### src/rtl/encoder_speed_meter_if.sv
// Encoder pins into the speed meter and its speed/position results back out.
interface encoder_speed_meter_if;
  logic               enc_a;
  logic               enc_b;
  logic signed [31:0] period;
  logic signed [31:0] speed_400rpm;
  logic               speed_valid;
  logic signed [31:0] position;
  logic               dir;
  logic               enc_err;

  modport master (output enc_a, enc_b,
                  input  period, speed_400rpm, speed_valid, position, dir, enc_err);
  modport slave  (input  enc_a, enc_b,
                  output period, speed_400rpm, speed_valid, position, dir, enc_err);
endinterface

### src/rtl/encoder_speed_meter.sv
// Quadrature encoder feedback: position count, A-rise period and signed speed = SPEED_K / period.
// period == PERIOD_MAX means stalled / no measurement.
module encoder_speed_meter #(
  parameter logic [31:0] SPEED_K     = 32'd1_000_000,
  parameter logic [31:0] PERIOD_MAX  = 32'h7fffffff,
  parameter logic [31:0] STALL_TICKS = 32'd2_000_000
) (
  input  logic                  clk,
  input  logic                  rst_n,
  encoder_speed_meter_if.slave  enc_if
);

  localparam int DATA_W = 32;

  typedef enum logic [1:0] {S_IDLE, S_DIV, S_DONE} state_t;

  logic                     r_a_s1, r_a_s2, r_a_prev;
  logic                     r_b_s1, r_b_s2, r_b_prev;
  logic [DATA_W-1:0]        r_pcnt;
  logic                     r_armed;
  logic                     r_stalled;
  state_t                   r_state;
  logic [4:0]               r_step;
  logic signed [DATA_W-1:0] r_period;
  logic signed [DATA_W-1:0] r_speed;
  logic                     r_valid;
  logic signed [DATA_W-1:0] r_pos;
  logic                     r_dir;
  logic                     r_err;

  logic [DATA_W-1:0]        r_dvd;
  logic [DATA_W-1:0]        r_dvs;
  logic [DATA_W-1:0]        r_rem;
  logic [DATA_W-1:0]        r_quo;

  logic                     w_a_rise, w_a_chg, w_b_chg, w_fwd;
  logic                     w_meas, w_stall;
  logic [DATA_W:0]          w_rem_sh;
  logic                     w_ge;
  logic [DATA_W-1:0]        w_rem_nx;
  logic [DATA_W-1:0]        w_quo_nx;

  // Clamp the unsigned quotient into the positive signed range, then apply direction.
  function automatic logic signed [DATA_W-1:0] f_signed_speed(input logic [DATA_W-1:0] q,
                                                              input logic neg);
    logic [DATA_W-1:0] mag;
    mag = (q > 32'h7fffffff) ? 32'h7fffffff : q;
    return neg ? -$signed(mag) : $signed(mag);
  endfunction

  assign w_a_chg  = r_a_s2 ^ r_a_prev;
  assign w_b_chg  = r_b_s2 ^ r_b_prev;
  assign w_a_rise = r_a_s2 & ~r_a_prev;
  // A leading B counts up, so B low at an A rise (dir = 0) matches a rising position.
  assign w_fwd    = w_a_chg ? (r_a_s2 ^ r_b_s2) : ~(r_a_s2 ^ r_b_s2);

  assign w_meas   = w_a_rise & r_armed;
  assign w_stall  = (r_pcnt == STALL_TICKS) & ~w_a_rise & ~r_stalled;

  assign w_rem_sh = {r_rem, r_dvd[DATA_W-1]};
  assign w_ge     = (w_rem_sh >= {1'b0, r_dvs});
  assign w_rem_nx = w_ge ? DATA_W'(w_rem_sh - {1'b0, r_dvs}) : w_rem_sh[DATA_W-1:0];
  assign w_quo_nx = {r_quo[DATA_W-2:0], w_ge};

  always_ff @(posedge clk or negedge rst_n) begin
    if (!rst_n) begin
      r_a_s1    <= 1'b0;
      r_a_s2    <= 1'b0;
      r_a_prev  <= 1'b0;
      r_b_s1    <= 1'b0;
      r_b_s2    <= 1'b0;
      r_b_prev  <= 1'b0;
      r_pcnt    <= 32'd1;
      r_armed   <= 1'b0;
      r_stalled <= 1'b0;
      r_state   <= S_IDLE;
      r_step    <= 5'd0;
      r_period  <= PERIOD_MAX;
      r_speed   <= '0;
      r_valid   <= 1'b0;
      r_pos     <= '0;
      r_dir     <= 1'b0;
      r_err     <= 1'b0;
    end else begin
      // Stage boundary: pin synchronisers and previous-state register for edge detection.
      r_a_s1   <= enc_if.enc_a;
      r_a_s2   <= r_a_s1;
      r_a_prev <= r_a_s2;
      r_b_s1   <= enc_if.enc_b;
      r_b_s2   <= r_b_s1;
      r_b_prev <= r_b_s2;

      r_err   <= 1'b0;
      r_valid <= 1'b0;
      if (w_a_chg && w_b_chg)
        r_err <= 1'b1;
      else if (w_a_chg || w_b_chg)
        r_pos <= w_fwd ? r_pos + 32'sd1 : r_pos - 32'sd1;

      if (w_a_rise) begin
        r_pcnt    <= 32'd1;
        r_armed   <= 1'b1;
        r_stalled <= 1'b0;
      end else if (r_pcnt != STALL_TICKS) begin
        r_pcnt <= r_pcnt + 32'd1;
      end

      if (w_stall) begin
        r_stalled <= 1'b1;
        r_armed   <= 1'b0;
        r_period  <= PERIOD_MAX;
        r_speed   <= '0;
        r_valid   <= 1'b1;
        r_state   <= S_IDLE;
      end else begin
        if (w_meas) begin
          r_period <= $signed(r_pcnt);
          r_dir    <= r_b_s2;
        end
        // Stage boundary: divider control; a fresh measurement always restarts it.
        case (r_state)
          S_IDLE: begin
            if (w_meas) begin
              r_state <= S_DIV;
              r_step  <= 5'd0;
            end
          end
          S_DIV: begin
            if (w_meas) begin
              r_step <= 5'd0;
            end else begin
              r_step <= r_step + 5'd1;
              if (r_step == 5'd31) begin
                r_state <= S_DONE;
                r_speed <= f_signed_speed(w_quo_nx, r_dir);
                r_valid <= 1'b1;
              end
            end
          end
          S_DONE: begin
            if (w_meas) begin
              r_state <= S_DIV;
              r_step  <= 5'd0;
            end else begin
              r_state <= S_IDLE;
            end
          end
          default: r_state <= S_IDLE;
        endcase
      end
    end
  end

  // Stage boundary: restoring-division datapath, one quotient bit per cycle.
  always_ff @(posedge clk) begin
    if (w_meas) begin
      r_dvd <= SPEED_K;
      r_dvs <= r_pcnt;
      r_rem <= '0;
      r_quo <= '0;
    end else if (r_state == S_DIV) begin
      r_dvd <= {r_dvd[DATA_W-2:0], 1'b0};
      r_rem <= w_rem_nx;
      r_quo <= w_quo_nx;
    end
  end

  assign enc_if.period       = r_period;
  assign enc_if.speed_400rpm = r_speed;
  assign enc_if.speed_valid  = r_valid;
  assign enc_if.position     = r_pos;
  assign enc_if.dir          = r_dir;
  assign enc_if.enc_err      = r_err;

endmodule

### src/flat_wrapper.sv
// flat-port wrapper written by rule: the top's interface ports become plain ports
module encoder_speed_meter_flat 
#(
  parameter logic [31:0] SPEED_K     = 32'd1_000_000,
  parameter logic [31:0] PERIOD_MAX  = 32'h7fffffff,
  parameter logic [31:0] STALL_TICKS = 32'd2_000_000
)
  (clk, rst_n, enc_if_enc_a, enc_if_enc_b, enc_if_period, enc_if_speed_400rpm, enc_if_speed_valid, enc_if_position, enc_if_dir, enc_if_enc_err);
  encoder_speed_meter_if enc_if_i ();
  input  logic clk;
  input  logic rst_n;
  input wire logic [$bits(enc_if_i.enc_a)-1:0] enc_if_enc_a;
  input wire logic [$bits(enc_if_i.enc_b)-1:0] enc_if_enc_b;
  output wire logic [$bits(enc_if_i.period)-1:0] enc_if_period;
  output wire logic [$bits(enc_if_i.speed_400rpm)-1:0] enc_if_speed_400rpm;
  output wire logic [$bits(enc_if_i.speed_valid)-1:0] enc_if_speed_valid;
  output wire logic [$bits(enc_if_i.position)-1:0] enc_if_position;
  output wire logic [$bits(enc_if_i.dir)-1:0] enc_if_dir;
  output wire logic [$bits(enc_if_i.enc_err)-1:0] enc_if_enc_err;
  assign enc_if_i.enc_a = enc_if_enc_a;
  assign enc_if_i.enc_b = enc_if_enc_b;
  assign enc_if_period = enc_if_i.period;
  assign enc_if_speed_400rpm = enc_if_i.speed_400rpm;
  assign enc_if_speed_valid = enc_if_i.speed_valid;
  assign enc_if_position = enc_if_i.position;
  assign enc_if_dir = enc_if_i.dir;
  assign enc_if_enc_err = enc_if_i.enc_err;
  encoder_speed_meter #(.SPEED_K(SPEED_K), .PERIOD_MAX(PERIOD_MAX), .STALL_TICKS(STALL_TICKS)) u_core (.clk(clk), .rst_n(rst_n), .enc_if(enc_if_i));
endmodule
### config.mk
export PLATFORM = sky130hd
export DESIGN_NAME = encoder_speed_meter_flat
export DESIGN_NICKNAME = d
export VERILOG_FILES = /design/src/rtl/encoder_speed_meter_if.sv /design/src/rtl/encoder_speed_meter.sv /design/src/flat_wrapper.sv
export SDC_FILE = /design/constraint.sdc
export NUM_CORES = 1
export LEC_CHECK = 0
export ABC_CLOCK_PERIOD_IN_PS = 6900
export BUFFER_PORTS_ARGS = -buffer_cell sky130_fd_sc_hd__buf_4
export CORE_ASPECT_RATIO = 0.8
export CORE_MARGIN = 2
export CORE_UTILIZATION = 40
export DETAILED_ROUTE_END_ITERATION = 6
export PLACE_DENSITY = 0.56
export SETUP_SLACK_MARGIN = 0.2
export SKIP_LAST_GASP = 1
export SLEW_MARGIN = 20
export SYNTH_ARGS = -nofsm -noshare
export SYNTH_HDL_FRONTEND = slang
export SYNTH_SLANG_ARGS = --single-unit
### constraint.sdc
create_clock -name clk -period 6.9 [get_ports clk]
set_input_delay 1.38 -clock clk [delete_from_list [all_inputs] [get_ports clk]]
set_output_delay 1.38 -clock clk [all_outputs]
set_load 0.05 [all_outputs]
==> out/qor.txt, run 1 <==
CTS Buffer Depth -> 3
DP Cell Count -> 2172
cts hold-fix bufs -> 0
type of origin of the critical path -> flip-flop
layout cells sized above 1 -> 14.1%
final setup fails -> 0
initial drt markers -> 1003
largest net degree at the start of global routing -> 80
CP Data Required Time -> 7.36 ns
synthesis-stage register bit count -> 267
vias in the first global route -> 11600
crit path capture type -> flip-flop
Peak VDD IR -> 313 uV
Setup Fix Bufs, Post-CTS -> 0
aggregate global routing overflow -> 0
RSZ-0062 raised after global routing -> no
EDFF count, synth -> 32
clock slew at reported path FFs -> 0.06 ns
Clock H-tree levels -> 1
CP max FO -> 5
CTS buffer count -> 30
Routed Antenna Nets -> 0
nets -> 1799
Synth Net Count -> 1739
Cells after Synth -> 1664
slew of the pin with the lowest slew margin -> 0.906 ns
crit share post-route -> 64.1%
chip width -> 217 um
IO Port Bufs -> 102
status -> completed
Final Slew Violations -> 0
path category of the worst min-delay check -> reg2reg
power per cell area -> 425 nW/um2
initial core utilization -> 40.5%
clock sinks -> 267
via density per instance -> 5.41
crit path DAT -> 4.89 ns
die area -> 37900 um2
row cnt -> 62
Ys Warns -> 0
dpl hpwl -> 24100 um
gpl congestion -> 0.862
setup TNS -> 0 ns
post-CTS sizing -> 0
sequential share of power -> 29.7%
Clk pwr share -> 23.5%
first-pass GRT wire length -> 60900 um
Antenna diodes -> 0
minimum clock period -> 4.42 ns
most frequent cells in the layout -> nand2_1, a21oi_1, nor2_1, buf_4, dfrtp_1
P_sw -> 2880 uW
initial antenna violation count -> 0
io pins -> 103
FILL cells -> 3510
Vias -> 12000
die span in y -> 174 um
CTS tree -> yes
synth unique cells -> 76
synth-to-layout area growth -> 15.4%
mean post-synth cell area -> 8.73 um2
Synth Cell Area -> 14500 um2
post-synthesis sequential area ratio -> 44.3%
Final Skew -> 0.0136 ns
leakage power -> 0.00731 uW
MaxCap Viol Count -> 0
Top FF cell, synth -> dfrtp_1
Clock Latency Late Sink -> 0.56 ns
Power Internal -> 4240 uW
Root Buffer -> clkbuf_16
wire per inst -> 16.4 um
Core Region -> 35800 um2
gr usage total -> 19.3%
Async SR Flop Fraction -> 54.7%
switching share of power -> 40.4%
Rel. slew slack -> 39.6%
final cell count without fillers -> 2228
Post-Route WL -> 36500 um
worst hold slack -> 0.343 ns
# DRC -> 0
Hold Violations, Final -> 0
Comb power frac -> 46.7%
Pwr Total -> 7120 uW
FMAX -> 226 MHz
most common cell after layout, fill and taps aside -> nand2_1
critical path type -> reg2reg
First-pass DRT Iterations -> 5
through the flow:
step | instance area (um2) | utilization [%] | worst slack [ns]
2_1_floorplan | 14500 | - | 2.14
3_3_place_gp | 15700 | 43.9 | 2.68
3_5_place_dp | 15700 | 43.9 | 2.53
4_1_cts | 16800 | 46.8 | 2.49
5_1_grt | 16800 | 46.8 | 2.10
6_report | 16800 | 46.8 | 2.48
logic make-up (layout without fill, tap and decap cells):
kind of cell,after synthesis,in the layout,share of synthesized area (%)
buffers and inverters,157,241,4.07
AND/OR/NAND/NOR,610,610,19.0
AO/OA/AOI/OAI,433,433,18.4
adder cells (fa/ha/maj),71,71,6.22
multiplexers,33,33,2.47
XOR/XNOR,93,93,5.61
flip-flops,267,267,44.3
power groups by stage:
| stage | logic [uW] | registers (uW) | clock network (uW) |
|---|---|---|---|
| 3_3_place_gp | 3280 | 2130 | 0 |
| 2_1_floorplan | 2230 | 2430 | 0 |
| 5_1_grt | 3690 | 2160 | 1790 |
| 4_1_cts | 3320 | 2110 | 1720 |
| 3_5_place_dp | 3300 | 2140 | 0 |
| 6_report | 3330 | 2120 | 1680 |
path summary, 6_finish.rpt:
path	slack, ns	startpoint	cells after the start	to
worst max-delay path	2.48	u_core.r_dvs[1]$_DFFE_PP_	17	u_core.enc_if.speed_400rpm[30]$_DFFE_PN0P_
worst min-delay path	0.34	u_core.r_a_s1$_DFF_PN0_	0	u_core.r_a_s2$_DFF_PN0_
worst max register to register	2.48	u_core.r_dvs[1]$_DFFE_PP_	17	u_core.enc_if.speed_400rpm[30]$_DFFE_PN0P_
worst min register to register	0.34	u_core.r_a_s1$_DFF_PN0_	0	u_core.r_a_s2$_DFF_PN0_
max in group asynchronous	4.63	rst_n	2	u_core.r_step[0]$_DFFE_PN0P_
min in group asynchronous	0.87	rst_n	1	u_core.r_pcnt[11]$_DFFE_PN0P_
worst max-delay path: stages (launching register included):
cell and delay (ns):
edfxtp_1 0.41, inv_1 0.08, ha_1 0.22, nor2b_1 0.14, o31a_1 0.28, o211ai_1 0.24
a21oi_1 0.14, or3_4 0.39, a221o_1 0.37, nor2_1 0.16, ha_1 0.20, nand3b_1 0.16
o41a_1 0.41, a21oi_1 0.37, o21ai_0 0.26, a21oi_1 0.20, xnor2_1 0.09, a211oi_1 0.22
registers in the layout, indices dropped and copies added, names as in the netlist:
register                    flops
u_core.enc_if.enc_err           1
u_core.r_armed                  1
u_core.r_rem                   32
u_core.r_a_s2                   1
u_core.enc_if.dir               1
u_core.r_quo                   31
u_core.r_stalled                1
u_core.enc_if.speed_400rpm     32
u_core.r_b_s1                   1
u_core.r_a_prev                 1
u_core.r_b_prev                 1
u_core.enc_if.speed_valid       1
u_core.r_dvd                   26
u_core.r_dvs                   32
u_core.enc_if.period           32
u_core.enc_if.position         32
u_core.r_state                  2
u_core.r_a_s1                   1
u_core.r_pcnt                  32
u_core.r_step                   5
u_core.r_b_s2                   1
cells in the mapped netlist, types with 9 or more instances:
cell	n	area, um2
o31ai_1	9	67.6
xnor2_1	52	455
a31oi_1	14	87.6
nand2b_1	12	75.1
o21a_1	9	67.6
mux2i_1	10	100
dfstp_2	32	841
buf_1	10	37.5
xor2_1	41	359
nor3_1	28	140
a21o_1	30	225
a21oi_1	155	776
dfxtp_1	89	1780
dfrtp_1	114	2850
or3_1	22	138
inv_1	68	255
o211ai_1	15	113
ha_1	69	863
nor4_1	13	81.3
a211oi_1	25	188
nand3_1	27	135
nand2_1	287	1080
o21ai_0	110	551
edfxtp_1	32	961
nor2_1	135	507
nand4_1	21	131
a311oi_1	9	78.8
mux2_2	23	259
clkbuf_1	77	289
and3_1	20	125
final cells by class:
type	instances	area [um2]	area share [%]
multi-input combinational	1240	7550	45.0
sequential	267	6440	38.4
timing repair buffer	117	882	5.26
clock buffer	39	857	5.11
tap	480	601	3.58
inverter	68	258	1.54
clock inverter	17	189	1.13
metal layers:
metal,vias to the layer above,GRT usage [%],wire (um)
li1,5994,-,-
met1,5707,29.9,19000
met2,306,28.6,15100
met3,41,2.85,1880
met4,0,3.48,557
met5,-,0,0
Power figures use the tool's default switching activity.
==> inputs of run 2 (changes only) <==
- ABC_AREA: not set -> 1
- ABC_CLOCK_PERIOD_IN_PS: 6900 -> 4000
- PLACE_DENSITY: 0.56 -> 0.58
- clock period: 6.9 -> 4 ns (I/O delays scaled with it)
==> out/qor.txt, run 2 <==
type of origin of the critical path -> flip-flop
vias in the first global route -> 13000
CTS buffer count -> 30
Bufs and invs on worst path -> 4
Max Used Layer -> met4
initial drt markers -> 1085
dpl hpwl -> 31000 um
critical path type -> reg2reg
Core Region -> 38200 um2
largest net degree at the start of global routing -> 73
leakage power -> 0.00835 uW
cts hold-fix bufs -> 0
crit share post-route -> 83.3%
CTS tree -> yes
Top Family by Delay on Critical Path -> simple AND/OR/NAND/NOR gates
IO Port Bufs -> 102
dominant cell type by area after synthesis -> dfrtp_1
met1 WL -> 22500 um
synth-to-layout area growth -> 15.0%
Synth Net Count -> 2113
First-pass DRT Iterations -> 7
chip width -> 224 um
worst reg2reg path startpoint -> u_core.r_dvs[28]$_DFFE_PP_
Synth Cell Area -> 15500 um2
first-pass GRT wire length -> 70400 um
via density per instance -> 5.18
MaxCap Viol Count -> 0
Cells after Synth -> 2038
Final Skew -> 0.0102 ns
die span in y -> 180 um
Setup Fix Bufs, Post-CTS -> 0
initial antenna violation count -> 0
routed length on met2 -> 16700 um
CP Data Required Time -> 4.46 ns
gr usage total -> 21.3%
cells along the critical path -> inv_1, ha_1, a21oi_1, nand2_1, a21oi_1, nand2_2, nor2_4, nand3_4, inv_2, ha_1, nand3_1, inv_1, nand2_1, inv_2, nand4_2, nor3b_2, nand3b_1, nand2_1, a21oi_1, o21ai_1, nand2_1
synth unique cells -> 68
slew of the pin with the lowest slew margin -> 0.767 ns
final setup fails -> 0
status -> completed
post-synthesis sequential area ratio -> 41.6%
initial core utilization -> 40.5%
wire per inst -> 15.9 um
Worst path slowest cell -> edfxtp_1
Vias -> 13700
most common cell after layout, fill and taps aside -> nand2_1
Worst R2R Setup Slack -> 0.67 ns
CTS Buffer Depth -> 3
main area contributors after synthesis -> dfrtp_1, dfxtp_1, nand2_1
EDFF count, synth -> 32
Ys Warns -> 0
layout cells sized above 1 -> 13.8%
# DRC -> 0
most frequent cell after synthesis -> nand2_1
post-CTS sizing -> 0
minimum clock period -> 3.33 ns
row cnt -> 64
Antenna diodes -> 0
Clock H-tree levels -> 1
power per cell area -> 797 nW/um2
reg2reg end -> u_core.enc_if.speed_400rpm[30]$_DFFE_PN0P_
RSZ-0062 raised after global routing -> no
Final Slew Violations -> 0
synthesis-stage register bit count -> 267
most frequent cells in the layout -> nand2_1, nor2_1, inv_1, a21oi_1, o21ai_0
Root Buffer -> clkbuf_16
Rel. slew slack -> 48.8%
Peak VDD IR -> 553 uV
Post-Route WL -> 42000 um
Routed Antenna Nets -> 0
Top FF cell, synth -> dfrtp_1
placed inst area -> 16700 um2
mean post-synth cell area -> 7.59 um2
Reg2Reg Depth -> 21
path category of the worst min-delay check -> in2async
crit path DAT -> 3.79 ns
clock sinks -> 267
post-synth top area share -> 18.4%
aggregate global routing overflow -> 0
DR WL met3 -> 2140 um
Clock Latency Late Sink -> 0.57 ns
nets -> 2203
Hold Violations, Final -> 0
post-route cell area -> 17800 um2
crit path capture type -> flip-flop
setup TNS -> 0 ns
CP dominant cell by count -> nand2_1
CP max FO -> 5
top cells by count, synth -> nand2_1, nor2_1, inv_1, a21oi_1, o21ai_0
FMAX -> 300 MHz
Async SR Flop Fraction -> 54.7%
io pins -> 103
clock slew at reported path FFs -> 0.07 ns
die area -> 40300 um2
CP max stage delay -> 0.39 ns
setup ws final -> 0.668 ns
Pwr Total -> 14200 uW
gpl congestion -> 0.897
pre-CTS WS -> 0.687 ns
-- run 2: changes by cell type in the layout (fill, tap and decap cells not counted), moves of 23 or more --
cell / change
a211oi_1: -23
inv_1: +163
mux2_2: -23
nand2_1: +148
nand3_1: +57
nor2_1: +103
o21ai_0: +37
xnor2_1: -32
-- run 2: worst max path at each step --
stage	startpoint	end	cells after the start
floorplan	u_core.r_a_s2$_DFF_PN0_	u_core.enc_if.position[24]$_DFFE_PN0P_	14
global placement	u_core.r_a_s2$_DFF_PN0_	u_core.enc_if.position[18]$_DFFE_PN0P_	13
detailed placement	u_core.r_a_s2$_DFF_PN0_	u_core.enc_if.position[18]$_DFFE_PN0P_	13
CTS	u_core.r_a_s2$_DFF_PN0_	u_core.enc_if.position[18]$_DFFE_PN0P_	13
global route	u_core.r_dvs[28]$_DFFE_PP_	u_core.enc_if.speed_400rpm[30]$_DFFE_PN0P_	21
finish	u_core.r_dvs[28]$_DFFE_PP_	u_core.enc_if.speed_400rpm[30]$_DFFE_PN0P_	21
-- run 2: cells by family (layout without fill, tap and decap cells) --
logic type | Yosys count | in the layout | share of synthesized area (%)
compound gates | 433 | 433 | 15.9
xor+xnor | 41 | 41 | 2.32
fa+ha+maj | 71 | 71 | 5.84
buf+inv | 311 | 425 | 8.02
flops | 267 | 267 | 41.6
simple gates | 915 | 915 | 26.3
-- run 2: power by group --
part | total (uW) | leakage (uW) | internal [uW] | switching [uW]
registers | 4090 | 0.00289 | 3460 | 631
logic | 7140 | 0.00494 | 2400 | 4740
clock network | 2940 | 0.000520 | 1740 | 1200
-- run 2: final cells by class --
| cell class | count | area (um2) |
|---|---|---|
| Multi-Input combinational cell | 1460 | 7800 |
| Clock inverter | 21 | 196 |
| Clock buffer | 35 | 865 |
| Fill cell | 3805 | 20400 |
| Sequential cell | 267 | 6440 |
| Tap cell | 495 | 619 |
| Inverter | 251 | 947 |
| Timing Repair Buffer | 118 | 927 |
-- run 2: metrics by stage --
| step | util (%) | std cells | hold slack [ns] |
|---|---|---|---|
| after detailed placement | 43.8 | 2591 | 0.340 |
| after floorplan | - | 2038 | 0.331 |
| after global placement | 43.8 | 2591 | 0.332 |
| after global routing | 46.6 | 2647 | 0.265 |
| final | 46.6 | 2647 | 0.214 |
| after CTS | 46.6 | 2647 | 0.251 |
-- run 2: metal layers --
metal / vias to the layer above / track usage (%)
met3: 48 / 3.06
met4: 0 / 3.87
li1: 6931 / -
met1: 6422 / 34.1
met5: - / 0
met2: 303 / 30.0
